--- config.mk ---
export PLATFORM = sky130hd
export DESIGN_NAME = hold_n
export DESIGN_NICKNAME = d
export VERILOG_FILES = /design/src/rtl/hold_n_pkg.sv /design/src/rtl/hold_n_cnt.sv /design/src/rtl/hold_n.sv
export SDC_FILE = /design/constraint.sdc
export NUM_CORES = 1
export LEC_CHECK = 0
export CORE_MARGIN = 2
export CORE_UTILIZATION = 40
export DETAILED_ROUTE_END_ITERATION = 10
export HOLD_SLACK_MARGIN = 0.15
export SLEW_MARGIN = 40
export SYNTH_ARGS = -nofsm -noshare
export SYNTH_HDL_FRONTEND = slang
export SYNTH_SLANG_ARGS = --single-unit
--- constraint.sdc ---
create_clock -name clk -period 4 [get_ports clk]
set_clock_uncertainty 0.1 [all_clocks]
set_input_delay 0.6 -clock clk [delete_from_list [all_inputs] [get_ports clk]]
set_output_delay 0.6 -clock clk [all_outputs]
set_load 0.005 [all_outputs]
--- src/rtl/hold_n_pkg.sv ---
// Shared types and helpers for the hold_n channel-rotating hold generator.
package hold_n_pkg;

  typedef enum logic [1:0] {
    IDLE = 2'd0,
    HOLD = 2'd1,
    GAP  = 2'd2,
    DONE = 2'd3
  } state_e;

  localparam logic MODE_ONESHOT = 1'b0;
  localparam logic MODE_CONT    = 1'b1;

  // Ceiling log2, used at elaboration to tie the channel index width to NCH.
  function automatic int clog2(input int value);
    int r;
    int v;
    r = 0;
    v = value - 1;
    while (v > 0) begin
      r++;
      v = v >> 1;
    end
    return r;
  endfunction

endpackage

--- src/rtl/hold_n_cnt.sv ---
// Loadable down counter that saturates at zero; zero flags the end of a hold.
module hold_n_cnt
#(
  parameter int CW = 8
)
(
  input  logic          clk,
  input  logic          rst_n,
  input  logic          load,
  input  logic [CW-1:0] load_val,
  input  logic          dec,
  output logic          zero
);

  logic [CW-1:0] cnt_q;

  // Count register: a load wins over a decrement, and zero is sticky until reloaded.
  // NOTE: sequential state uses non-blocking assignments so every register samples pre-edge values.
  always_ff @(posedge clk or negedge rst_n) begin
    if (!rst_n) begin
      cnt_q <= '0;
    end else if (load) begin
      cnt_q <= load_val;
    end else if (dec && (cnt_q != '0)) begin
      cnt_q <= cnt_q - CW'(1);
    end
  end

  assign zero = (cnt_q == '0);

endmodule

--- src/rtl/hold_n.sv ---
// Sequences NCH one-hot hold outputs with a one-cycle all-low gap between
// channels; f marks completion (one-shot) or wrap-around (continuous).
module hold_n
  import hold_n_pkg::*;
#(
  parameter int NCH = 4,
  parameter int CW  = 8,
  parameter int CHW = 2
)
(
  input  logic           clk,
  input  logic           rst_n,
  input  logic           start,
  input  logic           stop,
  input  logic           mode,
  input  logic [CW-1:0]  hold_len,
  output logic [NCH-1:0] g,
  output logic           f,
  output logic           busy,
  output logic [CHW-1:0] ch
);

  if (CHW != clog2(NCH)) begin : g_bad_chw
    $error("hold_n: CHW must equal clog2(NCH)");
  end
  if ((NCH < 2) || (NCH > 16)) begin : g_bad_nch
    $error("hold_n: NCH must lie in 2..16");
  end

  localparam logic [CHW-1:0] LAST_CH = CHW'(NCH - 1);

  state_e          state_q, state_d;
  logic [CHW-1:0]  ch_q, ch_d;
  logic [CW-1:0]   len_q, len_d;
  logic            mode_q, mode_d;
  logic [NCH-1:0]  g_q, g_d;
  logic            f_q, f_d;
  logic            busy_q, busy_d;

  logic [CW-1:0]   start_len;
  logic            cnt_load;
  logic [CW-1:0]   cnt_load_val;
  logic            cnt_dec;
  logic            cnt_zero;

  hold_n_cnt #(.CW(CW)) u_cnt (
    .clk      (clk),
    .rst_n    (rst_n),
    .load     (cnt_load),
    .load_val (cnt_load_val),
    .dec      (cnt_dec),
    .zero     (cnt_zero)
  );

  // A zero hold length behaves as one cycle.
  always_comb begin
    start_len = (hold_len == '0) ? CW'(1) : hold_len;
  end

  // Next-state logic: stop beats everything, start is honoured only when idle or done.
  // NOTE: every combinational output gets a default first so no path can infer a latch.
  always_comb begin
    state_d      = state_q;
    ch_d         = ch_q;
    len_d        = len_q;
    mode_d       = mode_q;
    cnt_load     = 1'b0;
    cnt_load_val = len_q - CW'(1);
    cnt_dec      = 1'b0;
    case (state_q)
      IDLE, DONE: begin
        if (stop) begin
          state_d = IDLE;
          ch_d    = '0;
        end else if (start) begin
          len_d        = start_len;
          mode_d       = mode;
          ch_d         = '0;
          cnt_load     = 1'b1;
          cnt_load_val = start_len - CW'(1);
          state_d      = HOLD;
        end
      end
      HOLD: begin
        if (stop) begin
          state_d = IDLE;
          ch_d    = '0;
        end else if (cnt_zero) begin
          state_d = GAP;
        end else begin
          cnt_dec = 1'b1;
        end
      end
      GAP: begin
        if (stop) begin
          state_d = IDLE;
          ch_d    = '0;
        end else if (ch_q != LAST_CH) begin
          ch_d     = ch_q + CHW'(1);
          cnt_load = 1'b1;
          state_d  = HOLD;
        end else if (mode_q == MODE_CONT) begin
          ch_d     = '0;
          cnt_load = 1'b1;
          state_d  = HOLD;
        end else begin
          state_d = DONE;
        end
      end
      default: begin
        state_d = IDLE;
        ch_d    = '0;
      end
    endcase
  end

  // Moore outputs decoded from the next state so they appear registered with it.
  always_comb begin
    g_d = '0;
    for (int i = 0; i < NCH; i++) begin
      if ((state_d == HOLD) && (ch_d == CHW'(i))) begin
        g_d[i] = 1'b1;
      end
    end
    busy_d = (state_d == HOLD) || (state_d == GAP);
    f_d    = (state_d == DONE) ||
             ((state_d == GAP) && (ch_d == LAST_CH) && (mode_d == MODE_CONT));
  end

  // State, latched configuration and output registers.
  always_ff @(posedge clk or negedge rst_n) begin
    if (!rst_n) begin
      state_q <= IDLE;
      ch_q    <= '0;
      len_q   <= '0;
      mode_q  <= MODE_ONESHOT;
      g_q     <= '0;
      f_q     <= 1'b0;
      busy_q  <= 1'b0;
    end else begin
      state_q <= state_d;
      ch_q    <= ch_d;
      len_q   <= len_d;
      mode_q  <= mode_d;
      g_q     <= g_d;
      f_q     <= f_d;
      busy_q  <= busy_d;
    end
  end

  assign g    = g_q;
  assign f    = f_q;
  assign busy = busy_q;
  assign ch   = ch_q;

endmodule

==> results of run 1 <==
flip-flops by register name, indices dropped and copies added (netlist names):
signal,count
g,4
state_q,2
busy,1
f,1
mode_q,1
ch,2
u_cnt.cnt_q,8
len_q,8
layer usage:
layer / global-route usage (%) / vias up
met2: 29.1 / 24
met1: 25.5 / 668
met4: 4.50 / 0
met3: 4.22 / 2
met5: 0 / -
li1: - / 699
cell type report:
type,instances,area share [%]
multi-input combinational,142,46.6
sequential,27,34.4
timing repair buffer,21,10.6
tap,50,3.18
inverter,14,2.68
clock buffer,3,2.10
clock inverter,1,0.446
cells by family (layout without fill, tap and decap cells):
logic type / count (synthesis) / in the layout / share of synthesized area [%]
compound gates: 41 / 41 / 16.4
xor+xnor: 13 / 13 / 6.81
fa+ha+maj: 10 / 10 / 7.49
buf+inv: 20 / 39 / 4.79
flops: 27 / 27 / 40.4
mux: 2 / 2 / 1.20
simple gates: 76 / 76 / 22.9
through the flow:
| stage | hold WS [ns] | utilization [%] | cell area [um^2] | std cells |
|---|---|---|---|---|
| 4_1_cts | 0.435 | 49.1 | 1960 | 258 |
| 5_1_grt | 0.468 | 49.1 | 1960 | 258 |
| 3_5_place_dp | 0.410 | 47.9 | 1910 | 254 |
| 3_3_place_gp | 0.384 | 47.9 | 1910 | 254 |
| 6_report | 0.423 | 49.1 | 1960 | 258 |
| 2_1_floorplan | 0.204 | - | 1670 | 189 |
critical path: stages:
cell and delay (ns):
sky130_fd_sc_hd__clkdlybuf4s50_1 0.57, sky130_fd_sc_hd__nor2b_1 0.25, sky130_fd_sc_hd__a21boi_2 0.41, sky130_fd_sc_hd__a31o_2 0.26, sky130_fd_sc_hd__ha_1 0.17, sky130_fd_sc_hd__inv_1 0.07, sky130_fd_sc_hd__nor3b_1 0.22
cell usage after synthesis (2+ instances only):
cell                        n  share of area (%)
sky130_fd_sc_hd__nor4_1     4                1.5
sky130_fd_sc_hd__ha_1      10                7.5
sky130_fd_sc_hd__or4_1      3                1.3
sky130_fd_sc_hd__nor3b_1    5                2.2
sky130_fd_sc_hd__o21ai_0    6                1.8
sky130_fd_sc_hd__a22oi_1    2               0.90
sky130_fd_sc_hd__dfrtp_1   27                 40
sky130_fd_sc_hd__xor2_1     6                3.1
sky130_fd_sc_hd__a41o_1     2                1.2
sky130_fd_sc_hd__inv_1     14                3.1
sky130_fd_sc_hd__nand2b_1   4                1.5
sky130_fd_sc_hd__clkbuf_1   4               0.90
sky130_fd_sc_hd__nand3_1    4                1.2
sky130_fd_sc_hd__mux2i_1    2                1.2
sky130_fd_sc_hd__nor3_1     6                1.8
sky130_fd_sc_hd__o21ai_1    2               0.60
sky130_fd_sc_hd__a21o_1     3                1.3
sky130_fd_sc_hd__o31ai_1    2               0.90
sky130_fd_sc_hd__nor2_1    12                2.7
sky130_fd_sc_hd__xnor2_1    7                3.7
sky130_fd_sc_hd__a31o_2     2                1.0
sky130_fd_sc_hd__a211oi_1   4                1.8
sky130_fd_sc_hd__a21oi_1   13                3.9
sky130_fd_sc_hd__nand2_1   30                6.7
final timing paths:
path | start | cells past startpoint | end | slack, ns
max in group asynchronous | rst_n | 2 | state_q[0] | 2.96
min | len_q[7] | 2 | len_q[7] | 0.42
max | stop | 7 | g[2] | 1.53
min reg2reg | len_q[7] | 2 | len_q[7] | 0.42
min in group asynchronous | rst_n | 2 | len_q[4] | 0.59
max reg2reg | ch[0] | 9 | g[2] | 1.66
report_power, final:
| group | internal (uW) | leakage (uW) | switching [uW] |
|---|---|---|---|
| Clock | 73.1 | 0.0000261 | 91.0 |
| Sequential | 331 | 0.000343 | 64.0 |
| Combinational | 120 | 0.000524 | 134 |
==> impl.org, run 1 <==
** Synth
- Yosys printed 0 warnings.
- For this run, the leading register cell type out of synthesis is sky130_fd_sc_hd__dfrtp_1.
- Synthesized flop and latch total :: 27
- Mean cell area of the mapped netlist :: slightly below 9 um^2
- Post-synthesis cell area :: 1670 um^2
- Sequential cells were found to cover 40.4% of the synthesized design area.
- In the synthesized netlist, the number of instances is ~190.
- After synthesis, the share of flip-flops with an asynchronous set or reset is 100%.
- The number of different library cells used by synthesis comes to 39.
- In this run, synthesis inferred 0 flip-flops with an integrated enable.
- Post-synth net total :: 212

** Route
- Topmost layer with routed signal wires :: met4
- After the first detailed-routing iteration, the DRC count stood at between 40 and 50.
- Detailed-routed wire length on met3 :: 131 um
- Detailed-route vias per instance :: roughly 5.4
- After detailed routing, the number of remaining DRC violations is 0.
- The routed layout has roughly 1,400 vias.
- The routed design uses around 1800 um of met2 wire.
- Dividing the detail-routed wire length by the instance count gives approximately 15 um.
- The detailed router put a total of ~1900 um of wire on met1.
- Routed wire length :: between 3000 and 4000 um
- The first TritonRoute pass finished after 4 iterations.
- Residual antenna-violating net count after detailed routing :: 0

** STA
- Worst-Margin Slew :: 0.634 ns
- After layout, the worst path uses about three fifths of the clock period.
- Setup repair after global routing left no endpoint under its margin.
- Adding up every negative setup slack in the final design gives 0 ns.
- In this run the tightest slew margin relative to its limit is between 50 and 60%.
- Static timing analysis puts the maximum clock frequency at about 0.40 GHz.
- Setup slack closes at around 1.5 ns.
- Clock period minus worst slack :: 2.47 ns
- The count of endpoints failing hold in the final timing report is 0.
- Number of max-slew violations in the final report :: 0
- Endpoints failing setup :: 0

** Setup path
- CP Max Fanout :: 10
- Launching element type of the critical path :: primary input
- Classification of the worst setup path :: primary input to flop
- Data required time at the worst endpoint :: roughly 4.1 ns
- Kind of capture point of the worst setup path :: flop
- At the worst endpoint, the arrival time is between 2 and 3 ns.

** Placed design
- Post-detailed-placement half-perimeter wirelength :: ~2900 um
- OpenSTA, run right after detailed placement, puts the worst setup slack at about 1.2 ns.
- Weighted congestion at the end of routability-driven global placement :: ~0.87
- Buffers placed on the I/O ports in this run total 20.

** Run
- Number of max-capacitance violations reported :: 0

** Pwr
- VDD IR-drop max :: 0.241 mV
- Sum of internal, switching and leakage power :: between 800 and 900 uW
- Cell leakage power :: 0.000892 uW
- For this design the ratio of total power to cell area is around 410 nW/um^2.

** Floorplan
- The total area inside the core boundary comes to around 4000 um^2.
- Starting density of the core :: a little over two fifths
- Site Rows :: 23
- Count of pins on the block boundary :: 21
- The die covers between 4000 and 5000 um^2.
- Die span in x :: between 60 and 70 um
- Die Y-Extent :: approximately 70 um

** CTS
- Once the clock tree was built, the setup fixing pass inserted 0 buffers.
- Clock tree from TritonCTS :: yes
- CTS saw 27 sinks.
- In this run the clock root is driven by a sky130_fd_sc_hd__clkbuf_8.
- Worst-Skew Late Latency :: 0.27 ns
- Clock slew at the register clock pins of the worst setup and hold paths :: approximately 0.1 ns
- The number of gates resized after CTS was 0.
- Cts-stage hold buffer count :: 0
- The longest clock path from root to sink contains 2 buffers.
- CTS built an H-tree with a depth of 1.
- In this run, CTS created clock tree buffers numbering 3.

** Global routing
- The via count of the first global-routing pass came to approximately 1,400.
- Largest net degree at the start of global routing :: 28
- The number of antenna violations at the first check in global routing came to 0.
- Wire length of the first global-routing pass :: roughly 6500 um
- All-Layer GR Usage :: between 10% and 20%
- Summed over all layers, the global routing overflow is 0.

** Layout
- In the final layout, the share of cells above drive strength 1 is slightly below 5%.
- Inserted Diodes :: 0
- Area used by multi-input combinational logic :: 916 um^2
- Filler Cell Count :: 379
- Area added between synthesis and finish :: 17.5%
- Leading cell type in the layout, fill and taps excluded :: sky130_fd_sc_hd__nand2_1
- Sequential cell area :: between 600 and 700 um^2
- The top cell types in the final layout, fill and taps aside, are 30 x sky130_fd_sc_hd__nand2_1, 27 x sky130_fd_sc_hd__dfrtp_1, 20 x sky130_fd_sc_hd__clkdlybuf4s50_1.
- Net count of the finished layout :: around 230

** Run status
- The flow ran to the end, and the final reports show no timing, DRC or antenna violations.

** Min path
- Hold crit path type :: flop to flop
(Power assumes the default switching activity.)
==> inputs of run 2 (changes only) <==
clock period = 2.5 ns   (was 4 ns; I/O delays follow)
==> impl.org, run 2 (synthesized netlist as in run 1, its figures left out) <==
** Global routing
- Across every metal layer, demand over resource in global routing totals 18.3%.
- For this run the aggregate overflow at the end of global routing stands at 0.
- Wire length of the first global-routing pass :: 6460 um
- The number of antenna violations at the first check in global routing is 0.
- The via count of the first global-routing pass is 1,419.
- Largest net degree at the start of global routing :: 28

** Setup path
- Among the stages of the critical path, the cell type that occurs most often is sky130_fd_sc_hd__a21oi_1.
- The largest single stage delay on the critical path is between 0.4 and 0.5 ns.
- Source of the worst register-to-register timing path :: state_q[0]
- Classification of the worst setup path :: primary input to flop
- Data arrives at the worst endpoint at between 2 and 2.5 ns.
- Launching element type of the critical path :: primary input
- On the critical path, the stage with the largest delay is an instance of sky130_fd_sc_hd__clkdlybuf4s50_1.
- R2R Setup Slk :: 0.35 ns
- In this run the worst path has a maximum fanout of 4.
- Data required time at the worst endpoint :: around 2.5 ns
- The worst register-to-register path has a depth of 6.
- List of cells traversed by the critical path :: clkdlybuf4s50_1, nor4_1, a21oi_1, ha_1, nor3b_1, xnor2_1, nand2_1, a21oi_1, a21oi_1
- Kind of capture point of the worst setup path :: flop
- In this run the critical register-to-register path is captured at u_cnt.cnt_q[7].

** STA
- Timing would allow up to 0.457 GHz.
- Counting I/O delays and the setup requirement, the final critical path takes approximately 2.2 ns.
- Setup WS post-layout :: ~0.31 ns
- Worst slew margin :: between 60 and 70%
- Final-report hold violation count :: 0
- On the final layout, the worst hold slack is 0.359 ns.
- At the pin with the least slew margin, the transition time is between 0.5 and 0.6 ns.
- Setup repair after global routing left no endpoint under its margin.
- Setup total negative slack on the finished layout was measured at 0 ns.
- Final worst-path cycle share :: 87.5%
- Endpoints failing setup :: 0
- Number of max-slew violations in the final report :: 0

** Layout
- Highest-count cells in the layout ignoring fill and taps :: 30 x sky130_fd_sc_hd__nand2_1, 27 x sky130_fd_sc_hd__dfrtp_1, 20 x sky130_fd_sc_hd__clkdlybuf4s50_1
- In the final layout, the share of cells above drive strength 1 is ~9.2%.
- Leading cell type in the layout, fill and taps excluded :: sky130_fd_sc_hd__nand2_1
- After the last flow step, the layout net total stands at approximately 240.
- The area growth from synthesis to layout is 21.9%.
- At the end of the flow the core is filled with cells to 51.0%.
- The count of cells in the finished layout, fillers not included, comes to 268.
- Inserted Diodes :: 0
- The layout has slightly below 400 filler cells.

** Route
- Routed wire length :: roughly 3700 um
- Detailed-route wire length per cell :: approximately 14 um
- Routed via count :: roughly 1,500
- Using the TritonRoute via totals, the vias-per-cell ratio works out to about 5.5.
- Number of detailed-routing iterations run before antenna repair :: 4
- Once detail routing completed, the nets flagged for antenna violations numbered 0.
- First DRT Iteration DRCs :: just under 100
- After detailed routing, the number of remaining DRC violations is 0.

** Placed design
- Placed Instances :: 264
- Post-detailed-placement half-perimeter wirelength :: approximately 2900 um
- Prior to clock tree synthesis, the placed netlist has a worst setup slack of between 0.05 and 0.06 ns.
- During placement, the flow inserted port buffers numbering 20.
- Routability-driven placement finished with a final weighted congestion of 0.953.

** Floorplan
- Die span in x :: ~69 um
- The die covers between 4000 and 5000 um^2.
- Area of the core :: ~4000 um^2
- During I/O placement, the number of pins put on the boundary was 21.
- The initial utilization of the core area, before any placement, comes to approximately two fifths.
- Site Rows :: 23
- The die is roughly 69 um tall.

** CTS
- The clock passes through at most 2 buffers.
- TritonCTS built the clock tree.
- Clock H-tree levels :: 1
- # Post-CTS Setup Buffers :: 0
- CTS-repair resized insts :: 0
- After clock tree synthesis, the clock-pin slew on the worst setup and hold paths is about 0.1 ns.
- CTS placed an instance of sky130_fd_sc_hd__clkbuf_8 at the clock tree root.
- Cts-stage hold buffer count :: 0
- Buffers inserted during clock tree synthesis total 3.
- The tree built by TritonCTS fans out to 27 sinks.
- The later pin in the worst-skew pair is clocked with a latency of about 0.27 ns.

** Run
- The tool flagged a number of max-cap violations equal to 0.

** Run status
- Outcome :: finished clean

** Pwr
- The analysis attributes to cell leakage a power of 0.000938 uW.
- Power per unit of standard cell area :: 639 nW/um^2
- Across the VDD grid, the largest voltage drop is 0.361 mV.

** Min path
- In this run the worst hold path is classified as primary input to asynchronous set/reset pin.
## run 2: worst max-delay path by stage
| stage | cells past startpoint | startpoint | endpoint |
|---|---|---|---|
| 5_1_grt | 9 | hold_len[5] | u_cnt.cnt_q[4] |
| 6_report | 9 | hold_len[5] | u_cnt.cnt_q[4] |
| 2_1_floorplan | 9 | ch[0] | g[0] |
| 3_5_place_dp | 9 | hold_len[5] | u_cnt.cnt_q[4] |
| 3_3_place_gp | 9 | hold_len[5] | u_cnt.cnt_q[4] |
| 4_1_cts | 9 | hold_len[5] | u_cnt.cnt_q[4] |
## run 2: per-stage QoR
| step | total power, uW | instance area [um^2] |
|---|---|---|
| after CTS | 1310 | 2040 |
| after floorplan | 917 | 1670 |
| after detailed placement | 1060 | 1990 |
| after global routing | 1400 | 2040 |
| after global placement | 1050 | 1990 |
| final | 1300 | 2040 |
## run 2: worst max-delay path, delay by kind of cell
family / cells / cell delay, ns
XOR/XNOR: 1 / 0.14
buffers and inverters: 1 / 0.47
AO/OA/AOI/OAI: 3 / 0.37
adder cells (fa/ha/maj): 1 / 0.26
AND/OR/NAND/NOR: 3 / 0.62
## run 2: area by class of cell
type / instances / area [um^2] / share of cell area (%)
clock buffers: 3 / 41.3 / 2.03
clock inverters: 1 / 7.51 / 0.368
inverters: 14 / 52.6 / 2.58
multi-input cells: 142 / 916 / 44.9
flip-flops and latches: 27 / 676 / 33.1
well taps: 50 / 62.6 / 3.07
repair buffers: 31 / 283 / 13.9
## run 2: metal layers
layer / share of wire, % / GRT usage, %
met1: 48 / 25.8
met2: 48 / 29.3
met3: 4.0 / 3.08
met4: 0.61 / 3.75
met5: 0 / 0
## run 2: power by group
part	switching, uW	leakage [uW]	internal, uW
combinational	216	0.000573	203
sequential	101	0.000343	530
clock	140	0.0000217	113
total	458	0.000938	845
